$ cat src/rtl/fetch_pkg.sv
// fetch_pkg: shared state encoding and constants for the instruction fetch stage
package fetch_pkg;
    typedef enum logic [1:0] {REQ, WAIT, HOLD, DRAIN} fetch_state_t;
    localparam logic [31:0] NOP_INSTR = 32'h0000_0013;
    localparam logic        SEL_PCREL = 1'b0;
    localparam logic        SEL_JALR  = 1'b1;
endpackage

$ cat src/rtl/fetch_if.sv
// fetch_if: instruction memory request/response handshake
interface fetch_if;
    logic        req;
    logic [31:0] addr;
    logic        gnt;
    logic        rvalid;
    logic [31:0] rdata;
    modport master (output req, addr, input gnt, rvalid, rdata);
    modport slave (input req, addr, output gnt, rvalid, rdata);
endinterface

$ cat src/rtl/fetch_target_calc.sv
// fetch_target_calc: redirect target mux/adder, word aligned.
// FETCH_MISALIGN_TRAP_EN adds a flag for targets with bit 1 set.
module fetch_target_calc
    import fetch_pkg::*;
(
    input  logic        redirect_sel,
    input  logic [31:0] br_pc,
    input  logic [31:0] immx,
    input  logic [31:0] jalr_target,
    output logic [31:0] target
`ifdef FETCH_MISALIGN_TRAP_EN
    ,
    output logic        misalign
`endif
);
    logic [31:0] raw;
    assign raw = (redirect_sel == SEL_JALR) ? (jalr_target & ~32'h1) : br_pc + immx;
    assign target = raw & ~32'h3;
`ifdef FETCH_MISALIGN_TRAP_EN
    assign misalign = raw[1];
`endif
endmodule

$ cat src/rtl/fetch_stage.sv
// fetch_stage: PC, single-outstanding imem handshake and IF/ID register.
// FETCH_MISALIGN_TRAP_EN adds fetch_misalign and suppresses misaligned redirects.
module fetch_stage
    import fetch_pkg::*;
#(
    parameter logic [31:0] RESET_PC  = 32'h0000_0000,
    parameter logic [31:0] NOP_INSTR = fetch_pkg::NOP_INSTR
) (
    input  logic        clk,
    input  logic        rst_n,
    input  logic        stall,
    input  logic        redirect,
    input  logic        redirect_sel,
    input  logic [31:0] br_pc,
    input  logic [31:0] immx,
    input  logic [31:0] jalr_target,
    fetch_if.master     imem,
    output logic [31:0] instr_out,
    output logic [31:0] pc_out,
    output logic        if_valid
`ifdef FETCH_MISALIGN_TRAP_EN
    ,
    output logic        fetch_misalign
`endif
);
    fetch_state_t state, state_nxt;
    logic [31:0] pc, pc_nxt, req_pc, hold_instr, hold_pc, target;
    logic slot_free, gnt_now, take, outstanding, bad_target;

    fetch_target_calc u_target (
        .redirect_sel(redirect_sel),
        .br_pc(br_pc),
        .immx(immx),
        .jalr_target(jalr_target),
        .target(target)
`ifdef FETCH_MISALIGN_TRAP_EN
        ,
        .misalign(bad_target)
`endif
    );
`ifndef FETCH_MISALIGN_TRAP_EN
    assign bad_target = 1'b0;
`endif

    assign slot_free   = !if_valid || !stall;
    assign imem.req    = rst_n && state == REQ && slot_free;
    assign imem.addr   = pc;
    assign gnt_now     = imem.req && imem.gnt;
    assign take        = state == WAIT && imem.rvalid && !redirect;
    // a redirect leaves a response in flight unless it lands in this very cycle
    assign outstanding = gnt_now || ((state == WAIT || state == DRAIN) && !imem.rvalid);

    always_comb begin
        state_nxt = state;
        pc_nxt = pc;
        unique case (state)
            REQ: if (gnt_now) begin
                state_nxt = WAIT;
                pc_nxt = pc + 32'd4;
            end
            WAIT: if (imem.rvalid) state_nxt = slot_free ? REQ : HOLD;
            HOLD: if (slot_free) state_nxt = REQ;
            DRAIN: if (imem.rvalid) state_nxt = REQ;
        endcase
        if (redirect) begin
            state_nxt = outstanding ? DRAIN : REQ;
            pc_nxt = bad_target ? pc : target;
        end
    end

    always_ff @(posedge clk or negedge rst_n) begin
        if (!rst_n) begin
            state <= REQ;
            pc <= RESET_PC;
            req_pc <= '0;
            hold_instr <= NOP_INSTR;
            hold_pc <= '0;
        end else begin
            state <= state_nxt;
            pc <= pc_nxt;
            if (gnt_now) req_pc <= pc;
            if (take && !slot_free) begin
                hold_instr <= imem.rdata;
                hold_pc <= req_pc;
            end
        end
    end

    always_ff @(posedge clk or negedge rst_n) begin
        if (!rst_n) begin
            if_valid <= 1'b0;
            instr_out <= NOP_INSTR;
            pc_out <= '0;
        end else if (redirect) begin
            if_valid <= 1'b0;
            instr_out <= NOP_INSTR;
        end else if (take && slot_free) begin
            if_valid <= 1'b1;
            instr_out <= imem.rdata;
            pc_out <= req_pc;
        end else if (state == HOLD && slot_free) begin
            if_valid <= 1'b1;
            instr_out <= hold_instr;
            pc_out <= hold_pc;
        end else if (!stall) begin
            if_valid <= 1'b0;
            instr_out <= NOP_INSTR;
        end
    end

`ifdef FETCH_MISALIGN_TRAP_EN
    always_ff @(posedge clk or negedge rst_n) begin
        if (!rst_n) fetch_misalign <= 1'b0;
        else fetch_misalign <= redirect && bad_target;
    end
`endif
endmodule

$ cat src/flat_wrapper.sv
// flat-port wrapper written by rule: the top's interface ports become plain ports
module fetch_stage_flat import fetch_pkg::*;
#(
    parameter logic [31:0] RESET_PC  = 32'h0000_0000,
    parameter logic [31:0] NOP_INSTR = fetch_pkg::NOP_INSTR
)
  (clk, rst_n, stall, redirect, redirect_sel, br_pc, immx, jalr_target, instr_out, pc_out, if_valid, imem_req, imem_addr, imem_gnt, imem_rvalid, imem_rdata);
  fetch_if imem_i ();
  input  logic clk;
  input  logic rst_n;
  input  logic stall;
  input  logic redirect;
  input  logic redirect_sel;
  input  logic [31:0] br_pc;
  input  logic [31:0] immx;
  input  logic [31:0] jalr_target;
  output logic [31:0] instr_out;
  output logic [31:0] pc_out;
  output logic if_valid;
  output wire logic [$bits(imem_i.req)-1:0] imem_req;
  output wire logic [$bits(imem_i.addr)-1:0] imem_addr;
  input wire logic [$bits(imem_i.gnt)-1:0] imem_gnt;
  input wire logic [$bits(imem_i.rvalid)-1:0] imem_rvalid;
  input wire logic [$bits(imem_i.rdata)-1:0] imem_rdata;
  assign imem_req = imem_i.req;
  assign imem_addr = imem_i.addr;
  assign imem_i.gnt = imem_gnt;
  assign imem_i.rvalid = imem_rvalid;
  assign imem_i.rdata = imem_rdata;
  fetch_stage #(.RESET_PC(RESET_PC), .NOP_INSTR(NOP_INSTR)) u_core (.clk(clk), .rst_n(rst_n), .stall(stall), .redirect(redirect), .redirect_sel(redirect_sel), .br_pc(br_pc), .immx(immx), .jalr_target(jalr_target), .imem(imem_i), .instr_out(instr_out), .pc_out(pc_out), .if_valid(if_valid));
endmodule
$ cat config.mk
export PLATFORM = sky130hd
export DESIGN_NAME = fetch_stage_flat
export DESIGN_NICKNAME = d
export VERILOG_FILES = /design/src/rtl/fetch_pkg.sv /design/src/rtl/fetch_if.sv /design/src/rtl/fetch_target_calc.sv /design/src/rtl/fetch_stage.sv /design/src/flat_wrapper.sv
export SDC_FILE = /design/constraint.sdc
export NUM_CORES = 1
export LEC_CHECK = 0
export ABC_AREA = 1
export ABC_CLOCK_PERIOD_IN_PS = 1800
export BUFFER_PORTS_ARGS = -buffer_cell sky130_fd_sc_hd__buf_2
export CORE_UTILIZATION = 52
export CTS_CLUSTER_SIZE = 12
export DETAILED_ROUTE_END_ITERATION = 7
export PLACE_DENSITY = 0.88
export SLEW_MARGIN = 5
export SYNTH_ARGS = -nofsm -noshare
export SYNTH_HDL_FRONTEND = slang
export SYNTH_HIERARCHICAL = 1
export SYNTH_SLANG_ARGS = --single-unit
$ cat constraint.sdc
create_clock -name clk -period 1.8 [get_ports clk]
set_input_delay 0 -clock clk [delete_from_list [all_inputs] [get_ports clk]]
set_output_delay 0 -clock clk [all_outputs]
set_load 0.1 [all_outputs]
==> Word level (Yosys, flattened, before mapping) <==
Cells that the tools add are included.
{ "totals": {"ff_bits": 195, "elab_cells": 65} }
{ "classes": {"muxes": 22, "bitwise_logic": 1, "n_eq_ne": 8, "n_reduce_logical": 24, "add_sub_neg": 2} }
{ "op_table": {"columns": ["operator", "n"], "rows": [
  ["$mux W32", 10],
  ["$add A32 B3 Y32 const B", 1],
  ["$add A32 B32 Y32", 1],
  ["$mux W2", 7],
  ["$logic_and A1 B1 Y1", 9],
  ["$pmux W2 S4", 1],
  ["$ne A3 B2 Y1 const B", 2],
  ["$ne A3 B3 Y1 const B", 2],
  ["$reduce_bool A2 Y1", 3],
  ["$logic_not A1 Y1", 5],
  ["$eq A2 B2 Y1 const B", 2],
  ["$mux W1", 4],
  ["$ne A4 B1 Y1 const B", 1],
  ["$reduce_and A2 Y1", 2],
  ["$reduce_and A4 Y1", 1],
  ["$logic_or A1 B1 Y1", 3],
  ["$eq A2 B1 Y1 const B", 1],
  ["$logic_not A2 Y1", 1],
  ["$not A1 Y1", 1]
]} }

==> Logic depth before layout (Yosys ltp) <==
Gate-level depths: netlist of the first run.
{ "depth": {"ltp_word": 7, "depth_mapped": 18, "mapped_depth_nobuf": 18} }

==> Hierarchy <==
Netlist of the first run, hierarchy kept.
{ "modules_own_cells": {"columns": ["mod", "seq_area_each_um2", "instances", "area_each_um2", "cells_each"], "rows": [
  ["fetch_stage", 4887.2, 1, 9252.6, 1217],
  ["fetch_target_calc", 0.0, 1, 2712.6, 592]
]} }

==> Worst setup path before layout of the first run <==
Ideal clock, no wire load.
{ "synth_timing": {"path_kind": "flip-flop to output port", "from": "register u_core.if_valid", "to": "output imem_req", "t_required_ns": 1.800, "slack_ns": -0.552, "n_path_buf": 0, "stages_incl_launch_ff": 4, "t_arrival_ns": 2.352, "path_cell_list": "dfrtp_1 -> nand2_1 -> inv_1 -> nor2_1"} }
{ "synth_between": {"elab_chain_cells": 3} }
{ "synth_rtl": {"columns": ["item", "line_no", "rtl"], "rows": [
  ["start: declaration", "fetch_stage.sv:20", "output logic if_valid"],
  ["start signal: assignment", "fetch_stage.sv:91", "if_valid <= 1'b0;"],
  ["start signal: assignment", "fetch_stage.sv:95", "if_valid <= 1'b0;"],
  ["start signal: assignment", "fetch_stage.sv:98", "if_valid <= 1'b1;"],
  ["$logic_not A1 Y1", "fetch_stage.sv:45", "assign slot_free = !if_valid || !stall;"],
  ["$logic_or A1 B1 Y1", "fetch_stage.sv:45", null],
  ["$logic_and A1 B1 Y1", "fetch_stage.sv:46", "assign imem.req = rst_n && state == REQ && slot_free;"],
  ["end: declaration", "flat_wrapper.sv:20", "output wire logic [$bits(imem_i.req)-1:0] imem_req;"]
]} }
No other way between the ends.

==> Worst setup path in the final report of the first run <==
{ "layout_timing": {"from": "register u_core.if_valid", "to": "register u_core.pc_out[17]"} }
{ "layout_between": {"elab_chain_cells": 5, "elab_cells_between_ends": 7, "classes_between": "mux (1); reduce/logical (6)"} }
{ "layout_rtl": {"columns": ["item", "line_no", "rtl"], "rows": [
  ["$logic_not A1 Y1 *", "fetch_stage.sv:45", null],
  ["$logic_or A1 B1 Y1 *", "fetch_stage.sv:45", null],
  ["$logic_and A1 B1 Y1 (on tied branches)", "fetch_stage.sv:101, fetch_stage.sv:97", null],
  ["$reduce_bool A2 Y1 (no source line)", null, null],
  ["$reduce_and A2 Y1 (no source line)", null, null],
  ["end signal: assignment", "fetch_stage.sv:100", "pc_out <= req_pc;"],
  ["end signal: assignment", "fetch_stage.sv:104", "pc_out <= hold_pc;"],
  ["end: declaration", "fetch_stage.sv:19", "output logic [31:0] pc_out,"]
]} }
Every way passes the cells marked *; elsewhere a longest branch is shown, timed or not.
A chain may end at the register's enable or synchronous reset.

==> flow_summary.yaml, run 1 <==
synthesis:
  synth_area_leaders: "dfrtp_1 40%, nand2_1 21%, inv_1 8.8%, o21ai_0 5.7%, nor2_1 5.4%"
  synth_ff_type: "dfrtp_1"
  ys_warn_count: 6
  synth.most_common_cell: "nand2_1"
  yosysUniqueCellTypes: 35
  synth_largest_area_cell: "dfrtp_1"
  synth_area_per_cell_um2: 6.61
  syn_area_mm2: 0.0120
  ys_top_cells_by_count: "667 x nand2_1, 281 x inv_1, 189 x dfrtp_1"
  ys_async_sr_fraction_pct: 100
  ys_seq_elements: 195
  synth_edf_count: 0
  synth_top_area_share_pct: 39.5
  synth_cells: 1809
  yosysSeqAreaShare_pct: 40.8
power:
  p_int_w: 0.00945
  comb_power_share_pct: 44.0
  p_leak_nw: 8.35
  p_switching_w: 0.00885
  switching_share_pct: 48.4
  p_total_w: 0.0183
  power_frac_clock_pct: 21.3
  ir_drop_mv: 0.905
  power_frac_seq_pct: 34.7
  p_per_area_mw_per_mm2: 1230
worst_setup_path:
  critPathRequiredTime_ns: 2.17
  cp-endpoint: "u_core/pc_out[17]"
  start_kind: "flip-flop"
  crit-reg2reg-launch: "u_core/if_valid"
  r2r_slack_ns: 0.13
  r2r_end: "u_core/pc_out[17]"
  end_kind: "flip-flop"
  crit_path_max_fanout: 38
  rr_worst_depth: 8
  crit_type: "reg -> reg"
  critical_path_arrival_ns: 2.04
  crit_start: "u_core/if_valid"
hold_path:
  hold_class: "in -> reg"
flow_run:
  maxCapViolCount: 0
clocking:
  cts-buffers-inserted: 17
  cts_num_sinks: 195
  cts_root_buffer: "clkbuf_16"
  cts_tree: "done"
  clkTransAtPathRegs_ns: 0.07
  post_cts_buffers: 0
  clk_latency_ns: 0.43
  clockBufferDepth: 2
  cts_max_level: 4
timing:
  tightest_slew_ns: 0.885
  slew_violations: 0
  rsz0062_at_grt: "no"
  finalClockSkew_ns: 0.00979
  period_needed_ns: 1.67
  setup_viol: 0
  max_clock_freq_mhz: 600
  hold_viol: 0
  relSlewSlack_pct: 41.0
  fin_tns_setup_ns: 0
  period_share_pct: 92.6
layout:
  antenna-diode-count: 0
  nets: 2260
  layout-drive-gt1-share_pct: 17.8
  area_delta_synth_final_pct: 24.1
route:
  antenna_left: 0
  drt-initial-drc-count: 1067
  drc: 0
  avgRoutedWirePerCell_um: 14.9
  vias: 12361
  drt-total-wl_mm: 35.6
  dr.pass1.iters: 6
  via_per_inst: 5.17
global_routing:
  grt_util_all_layers_pct: 30.8
  grt_pass1_wl_mm: 58.3
  grt_max_degree: 71
  antenna_found_initial: 0
  grt_pass1_vias: 11901
  gr-total-overflow: 0
floorplan:
  dieArea_mm2: 0.0236
  start_util_pct: 53.0
  boundaryPins: 233
  placementRows: 55
  die_w_um: 154
  coreArea_mm2: 0.0226
  die_y_um: 154
placement:
  io_buffers: 230
  gp_congestion: 0.964
  hpwl_mm: 25.6
run_status:
  outcome: "finished clean"
==> stage by stage <==
| step | util [%] | worst slack (ns) | hold slack (ns) | area, um2 | std cells |
|---|---|---|---|---|---|
| after CTS | 65.7 | 0.0645 | 0.00155 | 14800 | 2392 |
| after global placement | 60.9 | -0.0174 | -0.166 | 13800 | 2313 |
| after detailed placement | 60.9 | -0.0169 | -0.166 | 13800 | 2313 |
| after floorplan | - | 0.00517 | -0.296 | 12000 | 1810 |
| after global routing | 65.8 | 0.00159 | 0.0519 | 14800 | 2392 |
| final | 65.8 | 0.133 | 0.0140 | 14800 | 2392 |
==> flip-flops by register name (all words and copies together), names as in the netlist <==
name	cells
u_core/state	2
u_core/hold_pc	32
u_core/imem.addr	32
u_core/req_pc	32
u_core/hold_instr	32
u_core/instr_out	32
u_core/pc_out	32
u_core/if_valid	1
==> placed cells by master, fill, tap and decap left out, types with 4 or more instances in the layout <==
| cell | count |
|---|---|
| nand3b_1 | 8 |
| o21bai_1 | 4 |
| nor3_1 | 4 |
| ha_1 | 31 |
| nor2_1 | 169 |
| xor2_1 | 10 |
| dfrtp_1 | 164 |
| buf_12 | 8 |
| dfrtp_2 | 22 |
| buf_4 | 44 |
| buf_2 | 228 |
| o21ai_0 | 137 |
| nand2_1 | 666 |
| o21ai_1 | 20 |
| a21oi_1 | 57 |
| clkbuf_16 | 17 |
| nor2_4 | 5 |
| or2_2 | 4 |
| dlygate4sd3_1 | 47 |
| inv_1 | 281 |
| o211ai_1 | 8 |
| nor2_2 | 5 |
| nand3_1 | 105 |
| nand2_2 | 5 |
| xnor2_1 | 10 |
| inv_6 | 4 |
| nand4_1 | 4 |
| dfstp_2 | 6 |
==> power by group through the flow <==
stage	clock (W)	combinational, W	sequential, W
floorplan	0	0.00238	0.0100
global placement	0	0.00776	0.00633
detailed placement	0	0.00789	0.00639
CTS	0.00394	0.00803	0.00633
global route	0.00413	0.00861	0.00648
finish	0.00389	0.00806	0.00635
==> worst max-delay path, stage by stage, from the launching register on <==
cell	delay (ns)
dfrtp_4	0.47
nand2_1	0.15
nand2_1	0.11
nor2_4	0.20
buf_6	0.26
nand2_1	0.09
o21ai_0	0.12
nand2_1	0.11
nand2_1	0.08
==> layer usage <==
layer | share of wire (%) | GRT usage, % | vias up
li1 | - | - | 6100
met1 | 42 | 39.5 | 5610
met2 | 48 | 51.6 | 581
met3 | 8.0 | 5.86 | 70
met4 | 2.8 | 11.5 | 0
met5 | 0 | 0 | -
==> worst min path at each step <==
stage | start | cells after the start | endpoint | slack (ns)
3_5_place_dp | rst_n | 1 | u_core/pc_out[4] | -0.17
2_1_floorplan | rst_n | 0 | u_core/hold_instr[10] | -0.30
4_1_cts | jalr_target[13] | 5 | u_core/imem.addr[13] | 0.002
5_1_grt | jalr_target[13] | 5 | u_core/imem.addr[13] | 0.05
6_report | jalr_target[20] | 6 | u_core/imem.addr[20] | 0.01
3_3_place_gp | rst_n | 1 | u_core/pc_out[4] | -0.17
==> layout make-up <==
cell class                 count  area (um2)
multi-input combinational   1266        5760
sequential                   195        4930
timing repair buffer         329        2130
fill                        1887        7730
inverter                     285        1070
tap                          285         357
clock inverter                14         176
clock buffer                  18         429
==> timing repair <==
action                                  CTS  global route
endpoints found under the hold margin   266             0
hold buffers                             47             0
resized for setup                         0             5
endpoints found under the setup margin    0            24
==> cell families after synthesis <==
group | after synthesis | share of synthesized area (%)
buf+inv | 349 | 11.3
other cells | 1 | 0.0313
compound gates | 229 | 9.97
fa+ha+maj | 31 | 3.24
flops | 195 | 40.8
simple gates | 981 | 32.8
mux | 3 | 0.282
xor+xnor | 20 | 1.46
Power figures use the tool's default switching activity.
==> inputs of run 2 (changes only) <==
--- a/config.mk
+++ b/config.mk
@@ -8,6 +8,7 @@
 export ABC_AREA = 1
 export ABC_CLOCK_PERIOD_IN_PS = 1800
 export BUFFER_PORTS_ARGS = -buffer_cell sky130_fd_sc_hd__buf_2
+export CORE_MARGIN = 3
 export CORE_UTILIZATION = 52
 export CTS_CLUSTER_SIZE = 12
 export DETAILED_ROUTE_END_ITERATION = 7
==> run 2 against run 1 <==
  * Sequential share of layout area increased by 0.36 points
  * Count of clock-buffer cells in the layout down 1
  * Fmax shrank 2.4%
  * First-iteration DRC count shrank 5.9%
  * Register-to-register slack lost 0.04 ns
  * Power decreased by 0.61%
  * Non-clock buffer count fell by 17
  * Final area fell by 1.1%
  * Via count rose by 1.4%
  * Global-route usage shrank 2.6 points
  * Worst hold slack got worse by 0.0067 ns
==> flow_summary.yaml, run 2 (synthesis results as in run 1) <==
run_status:
  outcome: "finished clean"
layout:
  multi_input_area_mm2: 0.00575
  antenna-diode-count: 0
  final_common_cell: "nand2_1"
  fill_cells: 1826
  seq_area_mm2: 0.00493
  layout-drive-gt1-share_pct: 17.2
  layout_common_cells: "666 x nand2_1, 281 x inv_1, 228 x buf_2, 169 x nor2_1, 164 x dfrtp_1"
  area_delta_synth_final_pct: 22.7
  nets: 2243
global_routing:
  gr-total-overflow: 0
  grt_max_degree: 115
  antenna_found_initial: 0
  grt_util_all_layers_pct: 28.2
  grt_pass1_wl_mm: 57.0
  grt_pass1_vias: 12083
route:
  drt-initial-drc-count: 1004
  drt-total-wl_mm: 35.2
  antenna_left: 0
  via_per_inst: 5.29
  avgRoutedWirePerCell_um: 14.8
  dr.pass1.iters: 6
  drc: 0
  vias: 12537
power:
  p_per_area_mw_per_mm2: 1240
  p_leak_nw: 8.26
  p_int_w: 0.00919
  power_frac_clock_pct: 20.8
  comb_power_share_pct: 44.2
  power_frac_seq_pct: 34.9
  p_switching_w: 0.00900
  ir_drop_mv: 0.819
  switching_share_pct: 49.5
floorplan:
  die_w_um: 158
  placementRows: 54
  boundaryPins: 233
  dieArea_mm2: 0.0249
  coreArea_mm2: 0.0222
  die_y_um: 158
  start_util_pct: 53.8
timing:
  period_needed_ns: 1.71
  max_clock_freq_mhz: 586
  relSlewSlack_pct: 32.2
  slew_violations: 0
  tightest_slew_ns: 1.02
  fin_hold_ws_ns: 0.00725
  rsz0062_at_grt: "no"
  setup_viol: 0
  hold_viol: 0
  finalClockSkew_ns: 0.0142
  fin_ws_ns: 0.0928
  period_share_pct: 94.8
worst_setup_path:
  crit_path_max_fanout: 8
  start_kind: "flip-flop"
  crit_type: "reg -> reg"
  critPathRequiredTime_ns: 2.13
  end_kind: "flip-flop"
  critical_path_arrival_ns: 2.04
clocking:
  cts_root_buffer: "clkbuf_16"
  cts_num_sinks: 195
  clkTransAtPathRegs_ns: 0.08
  clockBufferDepth: 2
  cts_max_level: 4
  cts_tree: "done"
  cts-buffers-inserted: 17
  clk_latency_ns: 0.44
flow_run:
  maxCapViolCount: 0
placement:
  hpwl_mm: 25.0
  io_buffers: 230
  post-place-ws_ns: -0.0802
  gp_congestion: 0.970
hold_path:
  hold_class: "in -> reg"
## run 2: cell types whose count changed in the layout (fill, tap and decap cells not counted), sizes merged, moves of 2 or more
cell	before	now
dlygate4sd3	47	45
bufinv	3	1
inv	289	294
buf	281	266
## run 2: final cells by class
class	count	area share, %
tap	280	2.39
multi-input combinational	1266	39.2
clock buffer	17	2.90
timing repair buffer	312	13.6
clock inverter	15	1.12
inverter	285	7.32
sequential	195	33.5
## run 2: path summary, 6_finish.rpt
kind                            depth (start not counted)  slack, ns                 from                   end
worst max-delay path                                    8       0.09  u_core/imem.addr[3]  u_core/imem.addr[26]
worst min-delay path                                    7      0.007      jalr_target[26]  u_core/imem.addr[26]
worst max register to register                          8       0.09  u_core/imem.addr[3]  u_core/imem.addr[26]
worst min register to register                          2       0.47    u_core/pc_out[23]     u_core/pc_out[23]
max in group asynchronous                               3       0.58                rst_n       u_core/if_valid
min in group asynchronous                               3       0.25                rst_n     u_core/pc_out[14]
## run 2: critical path, stage by stage, from the launching register on
cell,delay (ns)
dfrtp_4,0.45
ha_1,0.22
inv_1,0.06
nor2_1,0.16
nand2_1,0.17
nor2_4,0.27
nand3_1,0.11
nand3_1,0.10
nand2_1,0.06
## run 2: stage by stage
step / std cells / utilization [%] / area (um2) / TNS, ns / power [W]
floorplan: 1810 / - / 12000 / 0 / 0.0124
global placement: 2293 / 61.3 / 13600 / -0.00531 / 0.0141
detailed placement: 2293 / 61.3 / 13600 / -0.358 / 0.0143
CTS: 2370 / 66.0 / 14700 / 0 / 0.0181
global route: 2370 / 66.1 / 14700 / 0 / 0.0191
finish: 2370 / 66.1 / 14700 / 0 / 0.0182
## run 2: repair_timing
item	CTS	global route
resized for setup	0	5
setup endpoints to repair	0	25
setup buffers	0	0
hold buffers	45	0
hold endpoints to repair	266	0
## run 2: power groups by stage
stage          clock (W)  sequential (W)  combinational, W
5_1_grt          0.00403         0.00650           0.00859
4_1_cts          0.00382         0.00632           0.00800
3_5_place_dp           0         0.00639           0.00787
2_1_floorplan          0          0.0100           0.00238
6_report         0.00379         0.00635           0.00805
3_3_place_gp           0         0.00632           0.00773
## run 2: metal layers
| metal | global-route usage (%) | vias up | share of wire, % | routed length (um) |
|---|---|---|---|---|
| li1 | - | 6083 | - | - |
| met1 | 35.9 | 5704 | 40 | 14200 |
| met2 | 46.9 | 617 | 47 | 16500 |
| met3 | 4.57 | 133 | 8.1 | 2860 |
| met4 | 13.5 | 0 | 4.7 | 1640 |
| met5 | 0 | - | 0 | 0 |
==> inputs of run 3 (changes only) <==
--- a/config.mk
+++ b/config.mk
@@ -9,12 +9,11 @@
 export ABC_CLOCK_PERIOD_IN_PS = 1800
 export BUFFER_PORTS_ARGS = -buffer_cell sky130_fd_sc_hd__buf_2
 export CORE_MARGIN = 3
-export CORE_UTILIZATION = 52
+export CORE_UTILIZATION = 56
 export CTS_CLUSTER_SIZE = 12
 export DETAILED_ROUTE_END_ITERATION = 7
-export PLACE_DENSITY = 0.88
+export PLACE_DENSITY = 0.93
 export SLEW_MARGIN = 5
 export SYNTH_ARGS = -nofsm -noshare
 export SYNTH_HDL_FRONTEND = slang
-export SYNTH_HIERARCHICAL = 1
 export SYNTH_SLANG_ARGS = --single-unit
==> run 3 against run 2 <==
  * The flow now finishes with violations (negative setup slack)
  * Synthesized cell count fell by 14%
  * Core utilization is 8.2 points higher
  * Clock skew down 0.00078 ns
  * Count of clock-buffer cells in the layout did not move
  * First-iteration DRC count rose by 19%
  * Sequential power is 3.8% higher
  * Final area decreased by 3.2%
  * Global-route usage rose by 3.8 points
  * Die area shrank 13%
  * Routed wire length rose by 4.5%
  * Register-to-register slack lost 0.10 ns
  * Critical endpoint is now u_core.instr_out[2]
==> flow_summary.yaml, run 3 <==
run_status:
  outcome: "complete, but fails checks"
  failed_checks: "negative setup slack"
layout:
  area_delta_synth_final_pct: 27.4
  layout-drive-gt1-share_pct: 22.1
  final_cells: 2123
  final_common_cell: "nand2_1"
  nets: 2016
  reg_top3: "u_core.hold_instr (32), u_core.instr_out (32)"
  layout_common_cells: "419 x nand2_1, 224 x buf_2, 222 x inv_1, 199 x nor2_1, 156 x dfrtp_1"
  antenna-diode-count: 0
timing:
  slew_violations: 0
  fin_hold_ws_ns: 0.0110
  rsz0062_at_grt: "yes"
  relSlewSlack_pct: 27.2
  tightest_slew_ns: 1.09
  period_share_pct: 101
  fin_ws_ns: -0.00976
  period_needed_ns: 1.81
  hold_viol: 0
  finalClockSkew_ns: 0.0134
  max_clock_freq_mhz: 553
  setup_viol: 1
placement:
  hpwl_mm: 23.4
  placed_cells: 2028
  gp_congestion: 0.979
  io_buffers: 226
global_routing:
  antenna_found_initial: 0
  grt_pass1_vias: 11410
  grt_util_all_layers_pct: 31.9
  grt_max_degree: 188
  gr-total-overflow: 0
  grt_pass1_wl_mm: 56.5
worst_setup_path:
  critPathSlowestCell: "dfrtp_1"
  max_stage_delay_ns: 0.44
  start_kind: "flip-flop"
  critical_path_arrival_ns: 2.10
  critPathRequiredTime_ns: 2.09
  end_kind: "flip-flop"
  path_cells: "and3_1 > nand2_1 > nor2_4 > inv_2 > buf_6 > nor2_1 > a21oi_1 > o22ai_1"
  crit_type: "reg -> reg"
  crit_path_max_fanout: 35
route:
  avgRoutedWirePerCell_um: 17.3
  drt-initial-drc-count: 1197
  drt-total-wl_mm: 36.8
  dr.pass1.iters: 6
  vias: 11965
  antenna_left: 0
  drc: 0
  via_per_inst: 5.64
clocking:
  cts_root_buffer: "clkbuf_16"
  cts-buffers-inserted: 17
  clk_latency_ns: 0.44
  clkTransAtPathRegs_ns: 0.08
  cts_tree: "done"
  clockBufferDepth: 2
  cts_max_level: 4
  cts_num_sinks: 187
synthesis:
  syn_area_mm2: 0.0112
  synth_largest_area_cell: "dfrtp_1"
  ys_warn_count: 0
  ys_top_cells_by_count: "427 x nand2_1, 222 x inv_1, 206 x nor2_1"
  synth.most_common_cell: "nand2_1"
  yosysSeqAreaShare_pct: 42.0
  synth_area_per_cell_um2: 7.14
  synth_ff_type: "dfrtp_1"
  synth_cells: 1563
  synth_area_leaders: "dfrtp_1 41%, nand2_1 14%, inv_1 7.5%, nor2_1 6.9%, o21ai_0 4.8%"
  ys_seq_elements: 187
  ys_async_sr_fraction_pct: 100
  synth_top_area_share_pct: 40.6
  synth_edf_count: 0
  yosysUniqueCellTypes: 40
floorplan:
  die_y_um: 147
  coreArea_mm2: 0.0191
  start_util_pct: 58.3
  placementRows: 50
  die_w_um: 147
  boundaryPins: 233
  dieArea_mm2: 0.0217
hold_path:
  hold_class: "in -> reg"
power:
  p_per_area_mw_per_mm2: 1410
  p_total_w: 0.0201
  ir_drop_mv: 0.828
  p_leak_nw: 7.43
flow_run:
  maxCapViolCount: 0
[run 3: per-stage QoR]
stage                     TNS [ns]  worst slack (ns)  util, %  area (um2)
after floorplan             -12.40            -0.249        -       11200
after global placement      -0.216            -0.101     66.9       12800
after detailed placement    -0.301            -0.116     66.9       12800
after CTS                        0           0.00223     73.1       14000
after global routing        -0.913           -0.0894     74.3       14200
final                     -0.00976          -0.00976     74.3       14200
[run 3: layout make-up]
type / count / area (um2)
timing repair buffer: 327 / 2200
multi-input combinational: 1086 / 5480
sequential: 187 / 4730
fill: 1288 / 4930
inverter: 231 / 868
clock buffer: 17 / 425
clock inverter: 15 / 193
tap: 260 / 325
[run 3: critical path: cells and delay by family, from the launching register on]
family	cells	cell delay (ns)
and+or+nand+nor	4	0.48
DFF	1	0.44
buffers and inverters	2	0.36
AOI/OAI and AO/OA	2	0.36
[run 3: logic make-up after synthesis]
family / after synthesis / share of synthesized area [%]
AOI/OAI and AO/OA: 278 / 13.8
adders and majority gates: 31 / 3.48
xor gates and xnor gates: 25 / 1.96
DFF: 187 / 42.0
and+or+nand+nor: 722 / 25.8
buffers and inverters: 293 / 10.3
muxes: 26 / 2.62
other: 1 / 0.0336
[run 3: worst paths after layout]
| path | start | endpoint | slack [ns] | depth (start not counted) |
|---|---|---|---|---|
| worst min register to register | u_core.hold_instr[29] | u_core.hold_instr[29] | 0.50 | 2 |
| min in group asynchronous | rst_n | u_core.instr_out[27] | 0.24 | 3 |
| worst min-delay path | jalr_target[12] | u_core.imem.addr[12] | 0.01 | 5 |
| worst max register to register | u_core.state[0] | u_core.instr_out[2] | -0.01 | 8 |
| worst max-delay path | u_core.state[0] | u_core.instr_out[2] | -0.01 | 8 |
| max in group asynchronous | rst_n | u_core.imem.addr[2] | 0.52 | 3 |
[run 3: power by group]
part	switching (W)	leakage (nW)	internal, W	total [W]
Clock	0.00186	0.302	0.00202	0.00387
Sequential	0.00105	2.37	0.00554	0.00659
Combinational	0.00749	4.75	0.00216	0.00965
Total	0.0104	7.43	0.00972	0.0201
[run 3: routing by layer]
layer	GRT usage, %	part of all wire [%]	vias to the layer above
met2	54.1	49	745
met1	38.9	37	5508
li1	-	-	5545
met5	0	0	-
met4	14.6	5.2	0
met3	7.34	8.9	167
[run 3: repair_timing]
item                                    4_1_cts  5_1_grt
hold buffers                                 55        0
gates resized for setup                       2       35
endpoints found under the hold margin       260        0
pin swaps                                     1        9
gates cloned                                  0        2
endpoints found under the setup margin        3       53
setup buffers                                 1        5
